==> config.mk <==
export PLATFORM = sky130hd
export DESIGN_NAME = systolic_array_ctrl_flat
export DESIGN_NICKNAME = d
export VERILOG_FILES = /design/src/rtl/systolic_array_ctrl_if.sv /design/src/rtl/systolic_array_ctrl.sv /design/src/flat_wrapper.sv
export SDC_FILE = /design/constraint.sdc
export NUM_CORES = 1
export LEC_CHECK = 0
export ABC_AREA = 1
export BUFFER_PORTS_ARGS = -buffer_cell sky130_fd_sc_hd__clkbuf_2
export CORE_ASPECT_RATIO = 0.75
export CORE_MARGIN = 3
export CORE_UTILIZATION = 45
export DETAILED_ROUTE_END_ITERATION = 12
export PLACE_DENSITY = 0.68
export SKIP_LAST_GASP = 1
export SYNTH_ARGS = -nofsm -noshare
export SYNTH_HDL_FRONTEND = slang
export SYNTH_SLANG_ARGS = --single-unit
==> constraint.sdc <==
create_clock -name clk -period 4 [get_ports clk]
set_input_delay 0.2 -clock clk [delete_from_list [all_inputs] [get_ports clk]]
set_output_delay 0.2 -clock clk [all_outputs]
set_load 0.02 [all_outputs]
==> src/rtl/systolic_array_ctrl_if.sv <==
// Host command / result-handshake and array control bundle for the systolic array sequencer.
interface systolic_array_ctrl_if #(
   parameter int unsigned ARRAY_SIZE = 4,
   parameter int unsigned K_MAX      = 256
);
   localparam int unsigned KW = $clog2(K_MAX) + 1;
   localparam int unsigned CW = $clog2(K_MAX + 2 * ARRAY_SIZE);
   localparam int unsigned RW = (ARRAY_SIZE > 1) ? $clog2(ARRAY_SIZE) : 1;

   logic                  start;
   logic [KW-1:0]         k_len;
   logic                  busy;
   logic                  arr_clr;
   logic                  arr_enb;
   logic [CW-1:0]         feed_cnt;
   logic [ARRAY_SIZE-1:0] lane_vld;
   logic                  out_valid;
   logic                  out_ready;
   logic [RW-1:0]         rd_row;
   logic                  done;

   // Host / array side: issues commands, consumes result rows.
   modport master (
      output start, k_len, out_ready,
      input  busy, arr_clr, arr_enb, feed_cnt, lane_vld, out_valid, rd_row, done
   );

   // Sequencer side.
   modport slave (
      input  start, k_len, out_ready,
      output busy, arr_clr, arr_enb, feed_cnt, lane_vld, out_valid, rd_row, done
   );
endinterface

==> src/rtl/systolic_array_ctrl.sv <==
// Sequencer for an N x N output-stationary MAC array: clear, skewed feed, drain,
// row-by-row readout over valid/ready, then a one-cycle done pulse.
module systolic_array_ctrl #(
   parameter int unsigned ARRAY_SIZE = 4,
   parameter int unsigned K_MAX      = 256
) (
   input  logic                 clk,
   input  logic                 rst,
   systolic_array_ctrl_if.slave bus
);
   localparam int unsigned N  = ARRAY_SIZE;
   localparam int unsigned KW = $clog2(K_MAX) + 1;
   localparam int unsigned CW = $clog2(K_MAX + 2 * ARRAY_SIZE);
   localparam int unsigned RW = (ARRAY_SIZE > 1) ? $clog2(ARRAY_SIZE) : 1;
   // Compare width: holds kl + 2N without wrap.
   localparam int unsigned XW = ((KW > CW) ? KW : CW) + 1;

   typedef enum logic [2:0] {
      S_IDLE  = 3'd0,
      S_CLEAR = 3'd1,
      S_FEED  = 3'd2,
      S_DRAIN = 3'd3,
      S_READ  = 3'd4,
      S_DONE  = 3'd5
   } state_t;

   state_t        state, state_nxt;
   logic [KW-1:0] kl, kl_nxt;
   logic [CW-1:0] t, t_nxt;
   logic [RW-1:0] rd, rd_nxt;

   logic          feed_last;
   logic          drain_last;
   logic          row_last;

   logic          busy_nxt;
   logic          clr_nxt;
   logic          enb_nxt;
   logic [CW-1:0] feed_nxt;
   logic [N-1:0]  lane_nxt;
   logic          valid_nxt;
   logic [RW-1:0] row_nxt;
   logic          done_nxt;

   assign feed_last  = (XW'(t) == XW'(kl) + XW'(N) - XW'(2));
   assign drain_last = (XW'(t) == XW'(kl) + XW'(2 * N) - XW'(3));
   assign row_last   = (rd == RW'(N - 1));

   // State, counters and registered outputs.
   always_ff @(posedge clk or posedge rst) begin
      if (rst) begin
         state         <= S_IDLE;
         kl            <= '0;
         t             <= '0;
         rd            <= '0;
         bus.busy      <= 1'b0;
         bus.arr_clr   <= 1'b0;
         bus.arr_enb   <= 1'b0;
         bus.feed_cnt  <= '0;
         bus.lane_vld  <= '0;
         bus.out_valid <= 1'b0;
         bus.rd_row    <= '0;
         bus.done      <= 1'b0;
      end else begin
         state         <= state_nxt;
         kl            <= kl_nxt;
         t             <= t_nxt;
         rd            <= rd_nxt;
         bus.busy      <= busy_nxt;
         bus.arr_clr   <= clr_nxt;
         bus.arr_enb   <= enb_nxt;
         bus.feed_cnt  <= feed_nxt;
         bus.lane_vld  <= lane_nxt;
         bus.out_valid <= valid_nxt;
         bus.rd_row    <= row_nxt;
         bus.done      <= done_nxt;
      end
   end

   // Next state and counter updates.
   always_comb begin
      state_nxt = state;
      kl_nxt    = kl;
      t_nxt     = t;
      rd_nxt    = rd;
      unique case (state)
         S_IDLE: begin
            t_nxt  = '0;
            rd_nxt = '0;
            if (bus.start && (bus.k_len != '0)) begin
               state_nxt = S_CLEAR;
               kl_nxt    = bus.k_len;
            end
         end
         S_CLEAR: begin
            state_nxt = S_FEED;
            t_nxt     = '0;
         end
         S_FEED: begin
            if (feed_last) begin
               // A 1x1 array has no skew to drain.
               state_nxt = (N == 1) ? S_READ : S_DRAIN;
               t_nxt     = (N == 1) ? '0 : t + CW'(1);
            end else begin
               t_nxt = t + CW'(1);
            end
         end
         S_DRAIN: begin
            if (drain_last) begin
               state_nxt = S_READ;
               t_nxt     = '0;
            end else begin
               t_nxt = t + CW'(1);
            end
         end
         S_READ: begin
            if (bus.out_ready) begin
               if (row_last) begin
                  state_nxt = S_DONE;
                  rd_nxt    = '0;
               end else begin
                  rd_nxt = rd + RW'(1);
               end
            end
         end
         S_DONE: begin
            state_nxt = S_IDLE;
         end
         default: begin
            state_nxt = S_IDLE;
         end
      endcase
   end

   // Output decode from next state/counters so the registered outputs line up with the state.
   always_comb begin
      busy_nxt  = (state_nxt != S_IDLE);
      clr_nxt   = (state_nxt == S_CLEAR);
      enb_nxt   = (state_nxt == S_FEED) || (state_nxt == S_DRAIN);
      feed_nxt  = enb_nxt ? t_nxt : '0;
      valid_nxt = (state_nxt == S_READ);
      row_nxt   = valid_nxt ? rd_nxt : '0;
      done_nxt  = (state_nxt == S_DONE);
      lane_nxt  = '0;
      for (int unsigned i = 0; i < N; i++) begin
         lane_nxt[i] = (state_nxt == S_FEED)
                       && (XW'(t_nxt) >= XW'(i))
                       && (XW'(t_nxt) <  XW'(i) + XW'(kl_nxt));
      end
   end

endmodule
==> src/flat_wrapper.sv <==
// flat-port wrapper written by rule: the top's interface ports become plain ports
module systolic_array_ctrl_flat 
#(
   parameter int unsigned ARRAY_SIZE = 4,
   parameter int unsigned K_MAX      = 256
)
  (clk, rst, bus_start, bus_k_len, bus_out_ready, bus_busy, bus_arr_clr, bus_arr_enb, bus_feed_cnt, bus_lane_vld, bus_out_valid, bus_rd_row, bus_done);
  systolic_array_ctrl_if #(.ARRAY_SIZE(ARRAY_SIZE), .K_MAX(K_MAX)) bus_i ();
  input  logic clk;
  input  logic rst;
  input wire logic [$bits(bus_i.start)-1:0] bus_start;
  input wire logic [$bits(bus_i.k_len)-1:0] bus_k_len;
  input wire logic [$bits(bus_i.out_ready)-1:0] bus_out_ready;
  output wire logic [$bits(bus_i.busy)-1:0] bus_busy;
  output wire logic [$bits(bus_i.arr_clr)-1:0] bus_arr_clr;
  output wire logic [$bits(bus_i.arr_enb)-1:0] bus_arr_enb;
  output wire logic [$bits(bus_i.feed_cnt)-1:0] bus_feed_cnt;
  output wire logic [$bits(bus_i.lane_vld)-1:0] bus_lane_vld;
  output wire logic [$bits(bus_i.out_valid)-1:0] bus_out_valid;
  output wire logic [$bits(bus_i.rd_row)-1:0] bus_rd_row;
  output wire logic [$bits(bus_i.done)-1:0] bus_done;
  assign bus_i.start = bus_start;
  assign bus_i.k_len = bus_k_len;
  assign bus_i.out_ready = bus_out_ready;
  assign bus_busy = bus_i.busy;
  assign bus_arr_clr = bus_i.arr_clr;
  assign bus_arr_enb = bus_i.arr_enb;
  assign bus_feed_cnt = bus_i.feed_cnt;
  assign bus_lane_vld = bus_i.lane_vld;
  assign bus_out_valid = bus_i.out_valid;
  assign bus_rd_row = bus_i.rd_row;
  assign bus_done = bus_i.done;
  systolic_array_ctrl #(.ARRAY_SIZE(ARRAY_SIZE), .K_MAX(K_MAX)) u_core (.clk(clk), .rst(rst), .bus(bus_i));
endmodule
==> summary.md <==
| Metric | Value |
|---|---|
| Outcome | `finished clean` |
| CP arrival | `3870 ps` |
| VDD IR max | `0.406 mV` |
| Synth area leader | `dfrtp_1` |
| Max-slew violations | `0` |
| Vias per cell | `approximately 5.3` |
| Die area | `9250 µm²` |
| CTS tree | `yes` |
| Core Util, Final | `0.529` |
| Top cell type's share of synthesized area | `0.295` |
| I/O Buffers | `32` |
| Clk Latency, worst-skew pair | `290 ps` |
| Distinct cell type count after synthesis | `42` |
| CTS clk-pin slew, worst paths | `roughly 80 ps` |
| Crit Path Category | `flop to flop` |
| 1st-pass router iterations | `5` |
| FFs w/ async S/R, synth | `1.00` |
| Register Area | `1080 µm²` |
| Total grt overflow | `0` |
| CP Data Required Time | `approximately 4200 ps` |
| Tmin final | `3650 ps` |
| Mapped Area | `about 3700 µm²` |
| Core area | `7600 µm²` |
| Multi-input logic area | `about 2200 µm²` |
| Final period util | `0.911` |
| Most frequent cell after synthesis | `nand2_1` |
| Area contributors post-synth | `dfrtp_1 (29%), nand2_1 (14%), ha_1 (13%), inv_1 (8.4%), xor2_1 (7.0%)` |
| Synth warn | `0` |
| Post-synth net total | `562` |
| Residual DRC | `0` |
| Adder-cell area share of the yosys netlist | `0.130` |
| Worst Max-Slew Pin Slew | `896 ps` |
| Num CTS Buffers | `5` |
| Post-synthesis mux area share | `0.00308` |
| Seq/Total Area, Yosys | `0.295` |
| Worst-path fanout max | `14` |
| GRT busiest layer | `met1` |
| Initial core utilization | `0.481` |
| Crit path largest cell delay | `440 ps` |
| Final hold violation count | `0` |
| RSZ-0062 raised after global routing | `false` |
| Fmax | `around 270 MHz` |
| Largest net degree at the start of global routing | `44` |
| Synth Area in XOR/XNOR | `0.0791` |
| Crit path from | `u_core.state[0]$_DFF_PP0_` |
| Antenna viol nets, final | `0` |
| Chip width | `110 µm` |
| RD Place Congestion | `0.981` |
| Clk sink count | `43` |
| Internal reg-to-reg setup slack | `350 ps` |
| Clk root buf | `clkbuf_8` |
| Starting DRT DRC Count | `290` |
| Met2 usage | `0.321` |
| CP cell instances | `or2_4, nor2_4, nand2_4, or2_2, o21ai_1, inv_1, ha_1, nand2_1, nand2_1, inv_1, nor2_1, xor2_1, ha_1, a21o_1, o21bai_1, nand2_1, nand3_1, nor2_1` |
| DPL Wire Length | `7910 µm` |
| Post-CTS Setup Inserts | `0` |
| Vias in the first global route | `approximately 3,300` |
| Fraction of layout cells with a size suffix above 1 | `0.116` |
| Worst Setup EP | `u_core.bus.lane_vld[3]$_DFF_PP0_` |
| First-pass GRT wire length | `15,900 µm` |
| Post-synth top cells | `nand2_1 (141), inv_1 (82), nor2_1 (52), dfrtp_1 (43), ha_1 (38)` |
| Max-cap violations | `0` |
| Mapped Avg Cell Area | `7.15 µm²` |
| Crit. End Element | `flop` |
| Largest family of logic cells by synthesized area | `simple AND/OR/NAND/NOR gates` |
| Reg2Reg Launch Point | `u_core.state[0]$_DFF_PP0_` |
| Slowest CP cell | `dfrtp_1` |
| Met3 Resource Use GR | `0.0379` |
| FP Rows | `27` |
| Die Ht | `84.0 µm` |
| Yosys reg bits | `43` |
| Tot GR Track Use | `0.218` |
| Cells on worst reg2reg path | `18` |
| Post-synthesis compound-gate area fraction | `0.0928` |
| Ports placed on the boundary | `33` |
| H-tree depth | `2` |
| Hold-fix buffers, CTS | `0` |
| Setup TNS | `0 ps` |
| Vias | `about 3,400` |
| Number of cells upsized or downsized after cts | `0` |
| Dominant synthesized flop cell | `dfrtp_1` |
| Largest buffer count on any clock path | `2` |
| Final setup violation count | `0` |
| Synth Area in Simple Gates | `0.308` |
| Post-Route WL | `9580 µm` |
| LEAKAGE | `2.29 nW` |
| Hold Path Class | `input pin to async pin` |
| Gate Count Post-Synth | `511` |
| Filler cell count | `745` |
| Pwr/cell area | `704 nW/µm²` |
| Worst slew margin | `0.394` |
| Reg-to-Reg End | `u_core.bus.lane_vld[3]$_DFF_PP0_` |
| Routed WL per cell | `14.7 µm` |
| Cell mode on critical path | `nand2_1` |
| Initial antenna violation count | `0` |
| Clock skew | `between 4 and 5 ps` |
| Post-synth EDFFs | `0` |
| Final nets | `600` |
| GRT met1 Usage | `0.332` |
| Area grow syn2layout | `10.1%` |
| Startpoint type of the worst setup path | `flop` |
| Antenna Cells | `0` |
logic make-up after synthesis:
group                    Yosys count
AND/OR/NAND/NOR                  260
adder cells (fa/ha/maj)           38
AO/OA/AOI/OAI                     49
flip-flops                        43
XOR/XNOR                          33
multiplexers                       1
buffers and inverters             87
metrics by stage:
step	hold WS (ps)	area, µm²	cells	setup WS, ps	power, mW
after floorplan	327	3650	511	762	2.06
after global placement	336	3940	643	509	2.51
after global routing	59.5	4020	651	33.4	3.15
after detailed placement	344	3940	643	425	2.54
after CTS	26.4	4020	651	389	2.82
final	5.68	4020	651	355	2.83
sequential cells by signal, indices dropped and copies added (netlist names):
name	cells
u_core.kl	9
u_core.bus.rd_row	2
u_core.bus.arr_clr	1
u_core.rd	2
u_core.bus.out_valid	1
u_core.t	9
u_core.bus.arr_enb	1
u_core.bus.busy	1
u_core.bus.done	1
u_core.bus.lane_vld	4
u_core.state	3
u_core.bus.feed_cnt	9
final cells by class:
cell class | count | area share
Multi-Input combinational cell | 381 | 0.557
Sequential cell | 43 | 0.268
Inverter | 83 | 0.0775
Timing Repair Buffer | 35 | 0.0454
Tap cell | 101 | 0.0314
Clock buffer | 6 | 0.0180
Clock inverter | 2 | 0.00311
worst max-delay path: cells and delay by family (launching register included):
family                   cells  cell delay (ps)
XOR/XNOR                     1              180
buffers and inverters        2              250
AO/OA/AOI/OAI                3              570
adder cells (fa/ha/maj)      2              550
AND/OR/NAND/NOR             10             1580
flip-flops                   1              440
how the worst min path moves through the flow:
| stage | from | slack [ps] | cells past startpoint | endpoint |
|---|---|---|---|---|
| 2_1_floorplan | bus_out_ready | 330 | 2 | u_core.bus.done$_DFF_PP0_ |
| 3_3_place_gp | rst | 340 | 3 | u_core.bus.arr_enb$_DFF_PP0_ |
| 3_5_place_dp | rst | 340 | 3 | u_core.bus.arr_enb$_DFF_PP0_ |
| 4_1_cts | rst | 30 | 3 | u_core.bus.arr_enb$_DFF_PP0_ |
| 5_1_grt | rst | 60 | 3 | u_core.bus.arr_enb$_DFF_PP0_ |
| 6_report | rst | 6 | 3 | u_core.bus.lane_vld[1]$_DFF_PP0_ |
cells in the final DEF (no fill, tap or decap), types with 5 or more instances in the layout:
cell type,n
a21oi_1,13
clkbuf_2,32
clkbuf_8,5
dfrtp_1,43
ha_1,38
inv_1,81
nand2_1,141
nand2_2,7
nand3_1,33
nor2_1,52
nor3_1,10
o21ai_0,11
xor2_1,29
metal layers:
metal  up-vias  part of all wire
li1       1703                 -
met1      1577              0.51
met2       133              0.41
met3        19             0.069
met4         0             0.011
met5         -                 0
where the power goes:
group | internal, mW | total [mW] | switching [mW]
Sequential | 0.541 | 0.671 | 0.130
Clock | 0.122 | 0.267 | 0.145
Combinational | 0.646 | 1.89 | 1.25
Total | 1.31 | 2.83 | 1.52
(Power assumes the default switching activity.)
